## config.mk

```make
export PLATFORM = sky130hd
export DESIGN_NAME = uart_word_serializer
export DESIGN_NICKNAME = d
export VERILOG_FILES = /design/src/rtl/uart_word_serializer.sv
export SDC_FILE = /design/constraint.sdc
export NUM_CORES = 1
export LEC_CHECK = 0
export CORE_ASPECT_RATIO = 0.8
export CORE_UTILIZATION = 35
export CTS_CLUSTER_DIAMETER = 200
export CTS_CLUSTER_SIZE = 40
export DETAILED_ROUTE_END_ITERATION = 7
export PLACE_DENSITY = 0.62
export SYNTH_ARGS = -nofsm -noshare
export SYNTH_HDL_FRONTEND = slang
export SYNTH_SLANG_ARGS = --single-unit
```

## constraint.sdc

```tcl
create_clock -name clk -period 4.75 [get_ports clk]
set_clock_uncertainty 0.05 [all_clocks]
set_input_delay 1.1875 -clock clk [delete_from_list [all_inputs] [get_ports clk]]
set_output_delay 1.1875 -clock clk [all_outputs]
set_load 0.02 [all_outputs]
```

## src/rtl/uart_word_serializer.sv

```systemverilog
// Word FIFO plus LSB-first byte serializer feeding the UART transmitter.
// Optional frame marker: define SER_FRAME_MARKER_EN to emit MARK_BYTE after each word flagged in_last.
module uart_word_serializer #(
    parameter int         WORD_W    = 32,
    parameter int         DEPTH     = 16,
    parameter logic [7:0] MARK_BYTE = 8'h0A
) (
    input  logic                     clk,
    input  logic                     rstn,
    input  logic [WORD_W-1:0]        in_data,
    input  logic                     in_last,
    input  logic                     in_valid,
    output logic                     in_ready,
    output logic [7:0]               out_data,
    output logic                     out_valid,
    input  logic                     out_ready,
    output logic [$clog2(DEPTH):0]   level,
    output logic                     busy
);
    localparam int NB = WORD_W / 8;
    localparam int AW = $clog2(DEPTH);
    localparam int LW = AW + 1;
    localparam int IW = (NB > 1) ? $clog2(NB) : 1;

`ifdef SER_FRAME_MARKER_EN
    typedef enum logic [1:0] {IDLE, SEND, MARK} state_t;
`else
    typedef enum logic [0:0] {IDLE, SEND} state_t;
`endif

    state_t              state_q, state_d;
    logic [WORD_W:0]     mem [DEPTH];
    logic [AW-1:0]       wrPtr_q, rdPtr_q;
    logic [LW-1:0]       level_q, level_d;
    logic [WORD_W-1:0]   word_q, word_d;
    logic                last_q, last_d;
    logic [IW-1:0]       idx_q, idx_d;
    logic [7:0]          outData_q, outData_d;
    logic                outValid_q, outValid_d;

    logic                push, pop, hs, lastByte, levelNz;
    logic                wordDone, markStart;
    logic [WORD_W:0]     head;

    assign head     = mem[rdPtr_q];
    assign levelNz  = (level_q != '0);
    assign in_ready = (level_q != LW'(DEPTH));
    assign push     = in_valid && in_ready;
    assign hs       = outValid_q && out_ready;
    assign lastByte = (idx_q == IW'(NB - 1));

    // word_q holds the bytes not yet presented, so the next byte is always word_q[7:0]
`ifdef SER_FRAME_MARKER_EN
    assign markStart = hs && (state_q == SEND) && lastByte && last_q;
    assign wordDone  = hs && (((state_q == SEND) && lastByte && !last_q) || (state_q == MARK));
`else
    logic unusedMark;
    assign unusedMark = ^{MARK_BYTE, last_q};
    assign markStart  = 1'b0;
    assign wordDone   = hs && (state_q == SEND) && lastByte;
`endif

    assign pop = ((state_q == IDLE) || wordDone) && levelNz;

    assign out_data  = outData_q;
    assign out_valid = outValid_q;
    assign level     = level_q;
    assign busy      = (state_q != IDLE) || levelNz;

    always_ff @(posedge clk) begin
        if (!rstn) begin
            state_q    <= IDLE;
            wrPtr_q    <= '0;
            rdPtr_q    <= '0;
            level_q    <= '0;
            word_q     <= '0;
            last_q     <= 1'b0;
            idx_q      <= '0;
            outData_q  <= '0;
            outValid_q <= 1'b0;
        end else begin
            state_q    <= state_d;
            level_q    <= level_d;
            word_q     <= word_d;
            last_q     <= last_d;
            idx_q      <= idx_d;
            outData_q  <= outData_d;
            outValid_q <= outValid_d;
            if (push) wrPtr_q <= wrPtr_q + AW'(1);
            if (pop)  rdPtr_q <= rdPtr_q + AW'(1);
        end
    end

    always_ff @(posedge clk) begin
        if (push) mem[wrPtr_q] <= {in_last, in_data};
    end

    always_comb begin
        level_d = level_q;
        if (push && !pop)      level_d = level_q + LW'(1);
        else if (pop && !push) level_d = level_q - LW'(1);
    end

    always_comb begin
        state_d = state_q;
        case (state_q)
            IDLE: if (levelNz) state_d = SEND;
            default: begin
                if (wordDone) state_d = levelNz ? SEND : IDLE;
`ifdef SER_FRAME_MARKER_EN
                if (markStart) state_d = MARK;
`endif
            end
        endcase
    end

    always_comb begin
        word_d     = word_q;
        last_d     = last_q;
        idx_d      = idx_q;
        outData_d  = outData_q;
        outValid_d = outValid_q;
        if (pop) begin
            word_d     = head[WORD_W-1:0] >> 8;
            last_d     = head[WORD_W];
            idx_d      = '0;
            outData_d  = head[7:0];
            outValid_d = 1'b1;
        end else if (markStart) begin
            outData_d  = MARK_BYTE;
        end else if (wordDone) begin
            outValid_d = 1'b0;
        end else if ((state_q == SEND) && hs) begin
            idx_d      = idx_q + IW'(1);
            outData_d  = word_q[7:0];
            word_d     = word_q >> 8;
        end
    end

endmodule

```

==> impl_results.md, run 1 <==
- Gr usage total: 14.2%
- Largest family of logic cells by synthesized area: multiplexers
- Root Driver: clkbuf_16
- Final hold violations: 0
- Critical path, cell by cell: nor4_2, and2_1, nand2b_1, clkdlybuf4s50_1
- Distinct cells, synth: 40
- Crit. End Element: primary output
- Critical path arrival: 2330 ps
- Maxcap violations: 0
- Number of flops mapped to enable cells by yosys: 512
- Crit path largest cell delay: 540 ps
- Num ports: 53
- Fraction of layout cells with a size suffix above 1: 21.4%
- Synth top cells by count: 512 x edfxtp_1, 150 x mux4_2, 67 x nand2_1
- Core Region: 61100 um2
- Max Clk Rate: 280 MHz
- Mapped Cells: 1034
- Pleak: 7.08 nW
- Drt first pass iters: 5
- Clk pwr share: 20.8%
- Top delay family on crit path: simple AND/OR/NAND/NOR gates
- Starting Density: 35.4%
- Routed via count: 9955
- Final net count: 1136
- Hold-fix buffers, CTS: 0
- DRC viols: 0
- Multi-input logic area: 5000 um2
- Clock-pin slew on the worst setup and hold paths: 150 ps
- Syn_area_per_cell: 20.9 um2
- Period utilization: 75.2%
- CP Launch Type: flop
- # resized after CTS: 0
- Drt wl/cell: 23.0 um
- Post-synthesis register bit count: 565
- Sequential share of power: 57.0%
- Post-synth top area cell: edfxtp_1
- Final min period: 3570 ps
- Layout area overhead: 10.6%
- Chip Height: 224 um
- Total Wirelength: 44400 um
- Internal power: 7.68 mW
- First-pass GRT wire length: 66000 um
- Seq/Total Area, Yosys: 75.9%
- DP HPWL: 26000 um
- Initial DRC count: 1094
- TritonCTS clock tree: built
- Part of the power in combinational logic: 22.3%
- Peak VDD IR: 0.281 mV
- Setup bufs post-CTS: 0
- Initial antenna violation count: 2
- Net switching power: 2.86 mW
- Relative slew slack: 28.2%
- Synth Area in Adders: 0.670%
- Layout fillers: 5402
- CP bufs+invs: 1
- Routed Antenna Nets: 0
- CTS buffer count: 18
- Slew Limit Fails: 0
- Setup WS post-layout: 1180 ps
- Vias per std cell: 5.16
- Worst-Margin Slew: 1080 ps
- Port bufs: 51
- CTS Buffer Depth: 3
- Pin count of the biggest net entering global routing: 59
- Required time worst endpoint: 3510 ps
- Std cell rows: 81
- Type of the worst setup path: reg -> out
- Total grt overflow: 0
- Clk sinks: 565
- Syn Nets: 1082
- Sw frac: 27.2%
- Slowest cell on crit path: clkdlybuf4s50_1
- Xor/xnor share of the synthesized area: 0.364%
- Count leader, synth: edfxtp_1
- Die Area: 62900 um2
- Post-synthesis simple-gate area fraction: 3.06%
- Ys async rst share: 0%
- Top FF cell, synth: edfxtp_1
- Total negative slack: 0 ps
- Final hold slack: 437 ps
- Max FO, Critical Path: 5
- PwrDens: 440 nW/um2
- Register area: 16400 um2
- Mux contribution to synthesized area: 16.1%
- Yosys top cell area share: 71.0%
- Fin util: 39.2%
- RD Place Congestion: 0.752
- Synthesized area: 21700 um2
- Outcome: complete, no violations
- Number of H-tree levels: 1
- Compound-gate portion of the synthesized area: 2.36%
- Unrepaired setup endpoints after global routing: no
- Place WS: 815 ps
- Number of global-route vias before repair: 9902
- Chip width: 280 um
- Area contributors post-synth: edfxtp_1 71%, mux4_2 16%, dfxtp_1 4.9%
- Clk Latency, worst-skew pair: 580 ps
- Final setup viols: 0
- Synth warnings: 0
- Min-Delay Path Class: reg -> reg
- Power consumption: 10.5 mW
## metrics by stage
stage	instances	cell area, um2
after global placement	1898	23400
after CTS	1930	24000
after global routing	1930	24000
after floorplan	1034	21700
final	1931	24000
after detailed placement	1898	23400
## cell type report
type / instances / area share, %
Clock buffer: 31 / 2.17
Tap cell: 830 / 4.33
Inverter: 8 / 0.125
Clock inverter: 1 / 0.125
Sequential cell: 565 / 68.7
Multi-Input combinational cell: 405 / 20.9
Antenna cell: 1 / 0.0104
Timing Repair Buffer: 90 / 3.72
## power by group through the flow
| stage | registers, mW | clock network [mW] | logic, mW |
|---|---|---|---|
| after floorplan | 5.97 | 0 | 1.76 |
| after global placement | 6.12 | 0 | 2.35 |
| after detailed placement | 6.13 | 0 | 2.37 |
| after CTS | 6.01 | 2.24 | 2.38 |
| after global routing | 6.05 | 2.39 | 2.54 |
| final | 6.00 | 2.19 | 2.35 |
## cell usage in the layout (no fill, tap or decap), drive strengths merged, types with 2 or more instances in the layout
cell type	synthesis	routed
mux2i	11	11
dfxtp	53	53
nor3	5	5
edfxtp	512	512
nand4	2	2
a21oi	20	20
a311oi	22	22
a22o	9	9
mux4	150	150
nor2b	11	11
nand2b	5	5
clkbuf	23	31
nand2	67	67
and2	2	2
ha	10	10
nand3b	2	2
a211oi	8	8
inv	8	8
clkdlybuf4s50	0	51
xor2	5	5
o21ai	5	5
buf	33	39
a22oi	2	2
xnor2	4	4
nor2	53	53
nand3	3	3
## registers in the layout, summed over array words and instances, names as in the netlist, named ones only
name,flops
wrPtr_q,4
word_q,24
mem,512
level,5
out_data,8
rdPtr_q,4
idx_q,2
out_valid,1
state_q,1
## layer usage
layer	track usage, %	vias to the layer above	share of wire, %
li1	-	4307	-
met1	21.8	5375	47
met2	22.1	246	47
met3	1.80	25	5.1
met5	0	-	0.025
met4	2.04	2	1.1
## worst register-to-register path: cells and delay by family (launching register included)
family	cells	cell delay, ps
AOI/OAI and AO/OA	3	530
and+or+nand+nor	3	940
muxes	1	190
adders and majority gates	2	520
buffers and inverters	3	360
DFF	1	390
## worst paths after layout
path | from | end | slack, ps | cells past startpoint
max reg2reg | level[0] | level[4] | 1720 | 12
min reg2reg | word_q[14] | word_q[6] | 440 | 2
max | level[0] | busy | 1180 | 4
min | word_q[14] | word_q[6] | 440 | 2
## cell families (layout without fill, tap and decap cells)
family	Yosys count	after routing
flops	565	565
mux	161	161
simple gates	154	154
compound gates	70	70
buf+inv	64	130
fa+ha+maj	11	11
xor+xnor	9	9
other cells	0	1
Note: power is estimated with default switching activity, not from simulation.
==> run 2: changes to the inputs <==
- clock period: 4.75 -> 3.1 ns (I/O delays scaled with it)
==> run 2 against run 1 <==
Effect of this change: combinational power is 63% higher; first-iteration DRC count shrank 2.2%; flip-flop and latch count is the same; power up 54%; critical path depth did not move; non-clock buffer count is 22 higher; core utilization increased by 0.61 points; largest cell class unchanged.
==> impl_results.md, run 2 (same netlist as run 1, synthesis figures left out) <==
- Hold path start: word_q[13]
- Worst Hold Path EP: word_q[5]
- Pin count of the biggest net entering global routing: 48
- Pleak: 7.21 nW
- CP Launch Type: flop
- Post-route insts no fill: 1952
- Drt first pass iters: 5
- First-pass GRT wire length: 68000 um
- Std cell rows: 81
- Placed Cells incl. Taps: 1919
- Unrepaired setup endpoints after global routing: no
- Required time worst endpoint: 2270 ps
- Gr usage total: 14.6%
- Placed Area: 23800 um2
- Total Wirelength: 45600 um
- Critical path, cell by cell: nor4_4, and2_1, nand2b_1, clkdlybuf4s50_1
- Chip width: 280 um
- DRC viols: 0
- FF-to-FF setup slack: 410 ps
- Worst reg2reg path depth: 12
- Hold-fix buffers, CTS: 0
- Max Clk Rate: 336 MHz
- Final hold violations: 0
- Type of the worst setup path: reg -> out
- Max FO, Critical Path: 4
- Period utilization: 96.0%
- Layout area overhead: 12.4%
- Max FFs per register: 512
- TritonCTS clock tree: built
- Post-route cell area: 24300 um2
- Fin util: 39.8%
- Chip Height: 224 um
- Slew Limit Fails: 0
- Root Driver: clkbuf_16
- Peak VDD IR: 0.500 mV
- Initial antenna violation count: 2
- Die Area: 62900 um2
- Final net count: 1158
- Critical path arrival: 2150 ps
- Relative slew slack: 56.1%
- Maxcap violations: 0
- Min-Delay Path Class: reg -> reg
- Number of global-route vias before repair: 10200
- CTS buffer count: 18
- Total grt overflow: 0
- Num ports: 53
- Crit path largest cell delay: 540 ps
- DP HPWL: 27600 um
- Clk Latency, worst-skew pair: 580 ps
- Outcome: complete, no violations
- Hold Crit Depth: 2
- Vias per std cell: 5.18
- Initial DRC count: 1070
- Core Region: 61100 um2
- Highest-count cells in the layout ignoring fill and taps: 512 x edfxtp_1, 150 x mux4_2, 67 x nand2_1
- Starting Density: 35.4%
- Setup WS post-layout: 123 ps
- Power consumption: 16.3 mW
- Slowest cell on crit path: clkdlybuf4s50_1
- CTS Buffer Depth: 3
- RR Endpoint: level[4]
- Routed Antenna Nets: 0
- Fraction of layout cells with a size suffix above 1: 22.9%
- Top delay family on crit path: simple AND/OR/NAND/NOR gates
- Largest register by flop count: mem
- PwrDens: 668 nW/um2
- Final setup viols: 0
- Most common cell after layout, fill and taps aside: edfxtp_1
- Drt wl/cell: 23.3 um
- Worst-Margin Slew: 656 ps
- Number of H-tree levels: 1
- Clk sinks: 565
- Final min period: 2980 ps
- Place WS: -195 ps
- Layout fillers: 5387
- CP bufs+invs: 1
- Crit. End Element: primary output
- RD Place Congestion: 0.811
- R2R Path Start: level[3]
- Clock-pin slew on the worst setup and hold paths: 140 ps
- Port bufs: 51
- ANT cells: 0
- Routed via count: 10100
==> run 2: changes by cell type in the layout (fill, tap and decap cells not counted) <==
cell	delta
buf_12	+14
buf_4	+8
diode_2	-1
nor3_2	-4
nor3_4	+4
nor4_2	-1
nor4_4	+1
==> run 2: layout make-up <==
cell class                      instances  area [um2]  share of cell area, %
Sequential cell                       565       16400                   67.6
Multi-Input combinational cell        405        5030                   20.7
Timing Repair Buffer                  112        1230                   5.06
Tap cell                              830        1040                   4.27
Clock buffer                           31         520                   2.14
Clock inverter                          1        30.0                  0.123
Inverter                                8        30.0                  0.123
==> run 2: worst max path at each step <==
stage            endpoint  depth (start not counted)       from  slack, ps
2_1_floorplan  mem[15][0]                          3   in_valid       -230
3_3_place_gp     level[4]                         12  out_ready       -150
3_5_place_dp     level[4]                         12  out_ready       -200
4_1_cts              busy                          4   level[3]         80
5_1_grt              busy                          4   level[3]          5
6_report             busy                          4   level[3]        120
==> run 2: repair_timing <==
item / 4_1_cts / 5_1_grt
endpoints found under the setup margin: 1 / 0
buffers inserted: 1 / 0
gates resized for setup: 1 / 0
==> run 2: per-layer routing <==
metal | track usage, % | part of all wire (%) | vias up
met3 | 2.31 | 5.3 | 29
met4 | 1.71 | 0.94 | 4
met1 | 22.3 | 47 | 5481
met5 | 0 | 0.066 | -
met2 | 22.8 | 46 | 237
li1 | - | - | 4356
==> run 2: worst min-delay path: stages (launching register included) <==
cell and delay [ps]:
dfxtp_1 340, nand2_1 50, a311oi_1 70
==> run 2: per-stage QoR <==
stage	TNS (ps)	hold WS, ps
floorplan	-72000	387
global placement	-155	394
detailed placement	-195	414
CTS	0	427
global route	0	462
finish	0	435
==> run 2: report_power, final <==
part           internal (mW)  leakage (nW)  total [mW]  switching [mW]
registers               8.73          5.06        9.10           0.373
clock network           1.19         0.260        3.33            2.14
logic                   1.91          1.89        3.82            1.91
total                   11.8          7.21        16.3            4.42
